$ cat config.mk
export PLATFORM = sky130hd
export DESIGN_NAME = multicycle_control_unit
export DESIGN_NICKNAME = d
export VERILOG_FILES = /design/src/rtl/riscv_ctrl_pkg.sv /design/src/rtl/ctrl_decode.sv /design/src/rtl/multicycle_control_unit.sv
export SDC_FILE = /design/constraint.sdc
export NUM_CORES = 1
export LEC_CHECK = 0
export CORE_MARGIN = 2
export CORE_UTILIZATION = 32
export DETAILED_ROUTE_END_ITERATION = 6
export DONT_BUFFER_PORTS = 1
export PLACE_DENSITY = 0.55
export SYNTH_ARGS = -nofsm -noshare
export SYNTH_HDL_FRONTEND = slang
export SYNTH_SLANG_ARGS = --single-unit
$ cat constraint.sdc
create_clock -name clk -period 3.7 [get_ports clk]
set_input_delay 0.37 -clock clk [delete_from_list [all_inputs] [get_ports clk]]
set_output_delay 0.37 -clock clk [all_outputs]
set_load 0.01 [all_outputs]
$ cat src/rtl/riscv_ctrl_pkg.sv
// Shared types for the multi-cycle control unit: opcodes, FSM states and the
// datapath control bundle produced by the opcode decoder.
package riscv_ctrl_pkg;

    localparam int unsigned OPCODE_W = 3;
    localparam int unsigned ALU_OP_W = 2;

    typedef enum logic [OPCODE_W-1:0] {
        OP_LD   = 3'b000,
        OP_SD   = 3'b001,
        OP_ADD  = 3'b010,
        OP_SUB  = 3'b011,
        OP_AND  = 3'b100,
        OP_OR   = 3'b101,
        OP_BEQ  = 3'b110,
        OP_ADDI = 3'b111
    } opcode_t;

    localparam logic [ALU_OP_W-1:0] ALU_ADD = 2'b00;
    localparam logic [ALU_OP_W-1:0] ALU_SUB = 2'b01;
    localparam logic [ALU_OP_W-1:0] ALU_AND = 2'b10;
    localparam logic [ALU_OP_W-1:0] ALU_OR  = 2'b11;

    typedef enum logic [2:0] {
        S_IDLE,
        S_FETCH,
        S_DECODE,
        S_EXEC,
        S_MEM,
        S_WB,
        S_FAULT
    } state_t;

    typedef struct packed {
        logic                beq;
        logic                mem_read;
        logic                mem_write;
        logic                alu_src;
        logic                mem_to_reg;
        logic                reg_write;
        logic [ALU_OP_W-1:0] alu_op;
    } ctrl_t;

endpackage

$ cat src/rtl/ctrl_decode.sv
// Opcode to base control bundle; the FSM decides which strobes are live per state.
module ctrl_decode
    import riscv_ctrl_pkg::*;
(
    input  opcode_t op,
    output ctrl_t   ctrl_c
);

    always_comb begin
        ctrl_c = '0;
        case (op)
            OP_LD: begin
                ctrl_c.alu_op     = ALU_ADD;
                ctrl_c.alu_src    = 1'b1;
                ctrl_c.mem_read   = 1'b1;
                ctrl_c.mem_to_reg = 1'b1;
                ctrl_c.reg_write  = 1'b1;
            end
            OP_SD: begin
                ctrl_c.alu_op    = ALU_ADD;
                ctrl_c.alu_src   = 1'b1;
                ctrl_c.mem_write = 1'b1;
            end
            OP_ADD: begin
                ctrl_c.alu_op    = ALU_ADD;
                ctrl_c.reg_write = 1'b1;
            end
            OP_SUB: begin
                ctrl_c.alu_op    = ALU_SUB;
                ctrl_c.reg_write = 1'b1;
            end
            OP_AND: begin
                ctrl_c.alu_op    = ALU_AND;
                ctrl_c.reg_write = 1'b1;
            end
            OP_OR: begin
                ctrl_c.alu_op    = ALU_OR;
                ctrl_c.reg_write = 1'b1;
            end
            OP_BEQ: begin
                ctrl_c.alu_op = ALU_SUB;
                ctrl_c.beq    = 1'b1;
            end
            OP_ADDI: begin
                ctrl_c.alu_op    = ALU_ADD;
                ctrl_c.alu_src   = 1'b1;
                ctrl_c.reg_write = 1'b1;
            end
            default: ctrl_c = '0;
        endcase
    end

endmodule

$ cat src/rtl/multicycle_control_unit.sv
// Multi-cycle control FSM: fetch/decode/exec/mem/wb sequencing with memory
// ready handshake, timeout watchdog, run/park control and retire counter.
module multicycle_control_unit
    import riscv_ctrl_pkg::*;
#(
    parameter int unsigned MEM_TIMEOUT = 16,
    parameter int unsigned RET_W       = 16
) (
    input  logic                clk,
    input  logic                rst,
    input  logic                run,
    input  logic [OPCODE_W-1:0] opcode,
    input  logic                mem_ready,
    output logic                ir_write,
    output logic                pc_write,
    output logic                beq,
    output logic                mem_read,
    output logic                mem_write,
    output logic                alu_src,
    output logic                mem_to_reg,
    output logic                reg_write,
    output logic [ALU_OP_W-1:0] alu_op,
    output logic                busy,
    output logic                fault,
    output logic [RET_W-1:0]    retired
);

    localparam int unsigned WD_W    = (MEM_TIMEOUT > 1) ? $clog2(MEM_TIMEOUT) : 1;
    localparam int unsigned TO_LAST = (MEM_TIMEOUT > 0) ? MEM_TIMEOUT - 1 : 0;

    state_t           state_q;
    state_t           state_d;
    opcode_t          op_q;
    logic [WD_W-1:0]  wd_cnt;
    logic [RET_W-1:0] ret_q;
    logic             fault_q;
    ctrl_t            base;
    ctrl_t            strobe;
    logic             ir_sel;
    logic             pc_sel;
    logic             retire;
    logic             wd_expired;

    ctrl_decode u_decode (
        .op     (op_q),
        .ctrl_c (base)
    );

    assign wd_expired = (MEM_TIMEOUT != 0) && (wd_cnt == WD_W'(TO_LAST));

    always_ff @(posedge clk or negedge rst) begin
        if (!rst) begin
            state_q <= S_IDLE;
        end else begin
            state_q <= state_d;
        end
    end

    // Next state plus Moore strobe decode; SD completion pulses pc_write on mem_ready.
    always_comb begin
        state_d = state_q;
        strobe  = '0;
        ir_sel  = 1'b0;
        pc_sel  = 1'b0;
        retire  = 1'b0;
        case (state_q)
            S_IDLE: begin
                if (run) state_d = S_FETCH;
            end
            S_FETCH: begin
                ir_sel  = 1'b1;
                state_d = S_DECODE;
            end
            S_DECODE: begin
                state_d = S_EXEC;
            end
            S_EXEC: begin
                strobe.alu_op  = base.alu_op;
                strobe.alu_src = base.alu_src;
                if (base.beq) begin
                    strobe.beq = 1'b1;
                    pc_sel     = 1'b1;
                    retire     = 1'b1;
                end else if (base.mem_read || base.mem_write) begin
                    state_d = S_MEM;
                end else begin
                    state_d = S_WB;
                end
            end
            S_MEM: begin
                strobe.alu_op    = ALU_ADD;
                strobe.alu_src   = 1'b1;
                strobe.mem_read  = base.mem_read;
                strobe.mem_write = base.mem_write;
                if (mem_ready) begin
                    if (base.mem_write) begin
                        pc_sel = 1'b1;
                        retire = 1'b1;
                    end else begin
                        state_d = S_WB;
                    end
                end else if (wd_expired) begin
                    state_d = S_FAULT;
                end
            end
            S_WB: begin
                strobe.reg_write  = base.reg_write;
                strobe.mem_to_reg = base.mem_to_reg;
                strobe.alu_op     = base.alu_op;
                strobe.alu_src    = base.alu_src;
                pc_sel            = 1'b1;
                retire            = 1'b1;
            end
            S_FAULT: begin
                state_d = S_FAULT;
            end
            default: begin
                state_d = S_IDLE;
            end
        endcase
        if (retire) state_d = run ? S_FETCH : S_IDLE;
    end

    // Opcode capture, watchdog, retire counter and sticky fault.
    always_ff @(posedge clk or negedge rst) begin
        if (!rst) begin
            op_q    <= OP_LD;
            wd_cnt  <= '0;
            ret_q   <= '0;
            fault_q <= 1'b0;
        end else begin
            if (state_q == S_DECODE) op_q <= opcode_t'(opcode);
            if (state_q == S_MEM && state_d == S_MEM) begin
                wd_cnt <= wd_cnt + WD_W'(1);
            end else begin
                wd_cnt <= '0;
            end
            if (retire) ret_q <= ret_q + RET_W'(1);
            if (state_d == S_FAULT) fault_q <= 1'b1;
        end
    end

    assign ir_write   = ir_sel;
    assign pc_write   = pc_sel;
    assign beq        = strobe.beq;
    assign mem_read   = strobe.mem_read;
    assign mem_write  = strobe.mem_write;
    assign alu_src    = strobe.alu_src;
    assign mem_to_reg = strobe.mem_to_reg;
    assign reg_write  = strobe.reg_write;
    assign alu_op     = strobe.alu_op;
    assign busy       = (state_q != S_IDLE) && (state_q != S_FAULT);
    assign fault      = fault_q;
    assign retired    = ret_q;

endmodule

== Word-level counts from Yosys, hierarchy flattened ==
Cells that the tools add are included.

* Flip-flop bits (word level): 27
* Input port bits: 7
* Output and inout bits: 28
* Word-level logic and storage cells: 61

* $add $sub $neg: 2
* Eq/ne operators: 17
* Multiplexer cells: 26
* Reduce and logical (&&, ||, !) cells: 11

{| class="wikitable"
|+ Operator list
! kind !! number
|-
| $eq 3x3->1 const B || 9
|-
| $pmux 3 s7 || 1
|-
| $mux 3 || 6
|-
| $add 16x1->16 const B || 1
|-
| $eq 3x2->1 const B || 4
|-
| $mux 1 || 12
|-
| $pmux 2 s4 || 1
|-
| $eq 3x1->1 const B || 2
|-
| $logic_not 3->1 || 2
|-
| $mux 2 || 3
|-
| $reduce_or 6->1 || 1
|-
| $add 4x1->4 const B || 1
|-
| $eq 4x4->1 const B || 1
|-
| $mux 4 || 1
|-
| $reduce_or 2->1 || 2
|-
| $reduce_or 4->1 || 1
|-
| $ne 3x3->1 const B || 1
|-
| $pmux 1 s3 || 1
|-
| $reduce_bool 3->1 || 1
|-
| $reduce_or 3->1 || 1
|-
| $logic_and 1x1->1 || 2
|-
| $pmux 1 s2 || 1
|-
| $logic_or 1x1->1 || 1
|}

== Logic depth before layout (Yosys ltp) ==
* Depth in word-level cells: 10
* Mapped depth: 6
* Gate-level depth less buffers: 4

== Cells and area by module ==
Synthesis repeated with hierarchy kept, for this count alone.

* Cell total of the unflattened synthesis: 147
* Area total of the unflattened synthesis: 1471.4 um2

{| class="wikitable"
|+ Modules (own cells, without submodules)
! module !! times used !! cells each !! area an instance (um2) !! seq. area each (um2)
|-
| multicycle_control_unit || 1 || 135 || 1391.3 || 675.6
|-
| ctrl_decode || 1 || 12 || 80.1 || 0.0
|}

== Worst setup path after synthesis ==
OpenSTA, ideal clock, no wires.

* Kind: register to output
* Start: register state_q[2]
* End: output mem_read
* Data arrival time: 1302 ps
* Required time: 3330 ps
* Slack: 2028 ps
* Stages on the path, launching flop included: 4
* Buffers on the path: 1
* Path through: dfrtp_1 -> buf_4 -> or3b_2 -> nor4_1

* Longest elaborated chain between the ends: 2

{| class="wikitable"
|+ Ends and longest elaborated chain
! element !! line !! RTL
|-
| from (decl) || multicycle_control_unit.sv:31 || <nowiki>state_t state_q;</nowiki>
|-
| from (signal assigned) || multicycle_control_unit.sv:55 || <nowiki>state_q <= state_d;</nowiki>
|-
| $eq 3x3->1 || multicycle_control_unit.sv:66 || <nowiki>case (state_q)</nowiki>
|-
| $mux 2 || multicycle_control_unit.sv:66 ||
|-
| to (decl) || multicycle_control_unit.sv:17 || <nowiki>output logic mem_read,</nowiki>
|}

Every way passes these cells.

== Final worst setup path ==
* Start: register state_q[0]
* End: output pc_write

* Longest elaborated chain between the ends: 2
* Elaborated cells on any way between the ends: 4
* Those cells by class: eq/ne (3); mux (1)

{| class="wikitable"
|+ Ends and longest elaborated chain
! element !! line !! RTL
|-
| $eq 3x3->1 or $eq 3x2->1 (tied branches) || multicycle_control_unit.sv:66 ||
|-
| $pmux 1 s3 * || multicycle_control_unit.sv:66 ||
|-
| to (decl) || multicycle_control_unit.sv:15 || <nowiki>output logic pc_write,</nowiki>
|}

Mark *: on every way between the ends. The rest lies on a longest branch, timed or not.

==> results by group <==
Timing
  • Tmin final: 2.26 ns
  • Period utilisation layout: 0.610
  • Relative slew slack: 0.597
  • Final setup margin: 1.44 ns
  • Layout Skew: roughly 0.004 ns
  • Count of pins over their slew limit: 0
  • Least-Margin Pin Slew: 0.604 ns
  • Unrepaired setup endpoints after global routing: false
  • WHS: between 0.2 and 0.25 ns
  • Setup TNS: 0 ns
  • Setup violators final: 0
  • Final hold viol count: 0
  • Peak Freq: 443 MHz

Setup path
  • CP Capture Type: output pin
  • Worst EP arrival: 1.89 ns
  • Slowest-stage cell, CP: a22oi_4
  • Cell chain of the critical path: and3b_1 -> a22oi_4 -> nand2_2
  • R2R cell count: 4
  • Setup CP Type: reg -> out
  • Worst Path Max Fanout: 17
  • Critical Path RT: 3.33 ns
  • Crit. path cell count: 3
  • CP delay by family, top: compound AO/OA/AOI/OAI gates
  • Worst stage delay on the critical path: 0.55 ns
  • CP Launch Type: register
  • CP bufs+invs: 0

Floorplan
  • Die area: 5330 um^2
  • Core area: 4660 um^2
  • Row Count: 25
  • Initial Util: 0.327
  • Die height: 73.0 um
  • Die width: between 70 and 80 um
  • I/O pin count: 35

CTS
  • CTS sink cnt: 27
  • Clock-pin slew on the worst setup and hold paths: 0.09 ns
  • H-tree depth: 1
  • Setup bufs post-CTS: 0
  • CTS tree: done
  • Clock Path Buffers: 2
  • Post-CTS Hold Buffers: 2
  • Worst skew pair latency: 0.27 ns
  • CTS Buf Count: 3
  • Root Driver: clkbuf_8
  • Cts repair resizes: 0

Place
  • Placer Congestion: 0.880
  • Final HPWL from detailed placement: 2250 um
  • Dpl ws: 1.62 ns
  • Port Buffers: 0

Yosys
  • Syn_nets: 151
  • Most used DFF post-synth: dfrtp_1
  • Ys async rst share: 1.00
  • Top cell type's share of synthesized area: 0.443
  • Yosys reg bits: 27
  • Ys Warns: 0
  • Post-synth EDFFs: 0
  • Gate Count Post-Synth: 142
  • Post-synthesis average cell area: 10.7 um^2
  • Synth area leader: dfrtp_1
  • Synth cell types: 42
  • Synth area leaders: dfrtp_1, xor2_1, a2111oi_2, a21oi_1, nand3_1
  • Sequential area share after synthesis: 0.443
  • Post-Synthesis Cell Area: 1520 um^2

Global route
  • Largest net degree at the start of global routing: 28
  • Vias in the first global route: 1016
  • Antenna violations before repair: 0
  • Global-route wire length before repair: approximately 5100 um
  • Gr ovfl total: 0
  • GRT Util Overall: 0.121

Power and ir drop
  • P_sw: 613 uW
  • Clock share of power: 0.129
  • Int Pwr: 694 uW
  • Power share of the sequential group: 0.483
  • Sw Share: 0.469
  • Max VDD drop: 251 uV
  • Cell Pwr Density: 805 nW/um^2
  • Leakage power: between 0.6 and 0.7 nW
  • Logic pwr share: 0.387

Route
  • DRC: 0
  • Vias: around 1000
  • Routed len/inst: 15.7 um
  • 1st-iter DRT viols: 39
  • Routed Antenna Nets: 0
  • Pre-antenna DRT Iters: 4
  • Drt total wl: 3060 um
  • Drt via density: 5.33

Finish
  • Most frequent cells in the layout: dfrtp_1, xor2_1, nand2_1, a21oi_1, nand3_1
  • P&R area growth vs syn: 6.49%
  • Antenna diodes: 0
  • Post-layout util: 0.348
  • Share of cells above drive strength 1: 0.163
  • Commonest non-fill, non-tap cell in the layout: dfrtp_1
  • Nets: between 150 and 200

Min path
  • Hold Crit Class: in -> reg
  • Hold depth: 1

Job
  • Max-cap violations: 0

Outcome
  • Status: complete, no violations
## power by group through the flow
| stage | Sequential (mW) | Combinational [mW] | Clock, mW |
|---|---|---|---|
| floorplan | 0.548 | 0.496 | 0 |
| global placement | 0.631 | 0.490 | 0 |
| detailed placement | 0.640 | 0.500 | 0 |
| CTS | 0.634 | 0.512 | 0.174 |
| global route | 0.662 | 0.564 | 0.184 |
| finish | 0.632 | 0.506 | 0.169 |
## cell usage after synthesis, drive strengths merged, types with 3 or more instances
library cell and n:
a2111oi 5, a211oi 3, a21oi 11, and3 3, buf 4, clkbuf 3
dfrtp 27, mux2 4, nand2 12, nand3 10, nor2 8, o21ai 4
xor2 17
## metrics by stage
stage	instance area, um^2	cells	power (mW)
after CTS	1620	195	1.32
final	1620	195	1.31
after global routing	1620	195	1.41
after global placement	1550	189	1.12
after floorplan	1520	142	1.04
after detailed placement	1550	189	1.14
## state kept, by name, indices dropped and copies added (netlist names)
name	count
fault	1
op_q	3
retired	16
state_q	3
wd_cnt	4
## worst paths after layout
path | from | to | slack, ns
max | state_q[0]$_DFF_PN0_ | pc_write | 1.44
min | opcode[0] | op_q[0]$_DFFE_PN0P_ | 0.25
max reg2reg | state_q[0]$_DFF_PN0_ | retired[1]$_DFFE_PN0P_ | 1.61
min reg2reg | wd_cnt[0]$_DFF_PN0_ | wd_cnt[0]$_DFF_PN0_ | 0.47
max in group asynchronous | rst | state_q[1]$_DFF_PN0_ | 3.02
min in group asynchronous | rst | retired[9]$_DFFE_PN0P_ | 0.52
## kinds of logic after synthesis
group,synth area share
AO/OA/AOI/OAI,0.162
AND/OR/NAND/NOR,0.216
multiplexers,0.0296
flip-flops,0.443
buffers and inverters,0.0296
adder cells (fa/ha/maj),0.0164
XOR/XNOR,0.103
## layer usage
layer | up-vias | GRT usage | part of all wire
met5 | - | 0 | 0
met4 | 0 | 0.0370 | 0.0046
met3 | 2 | 0.0359 | 0.072
met2 | 27 | 0.180 | 0.45
met1 | 502 | 0.169 | 0.47
li1 | 509 | - | -
## final cells by class
| type | instances | area, um^2 |
|---|---|---|
| fillers | 459 | 3040 |
| multi-input cells | 108 | 803 |
| flip-flops and latches | 27 | 676 |
| well taps | 54 | 67.6 |
| clock buffers | 3 | 41.3 |
| repair buffers | 2 | 30.0 |
| clock inverters | 1 | 5.00 |
(Power assumes the default switching activity.)
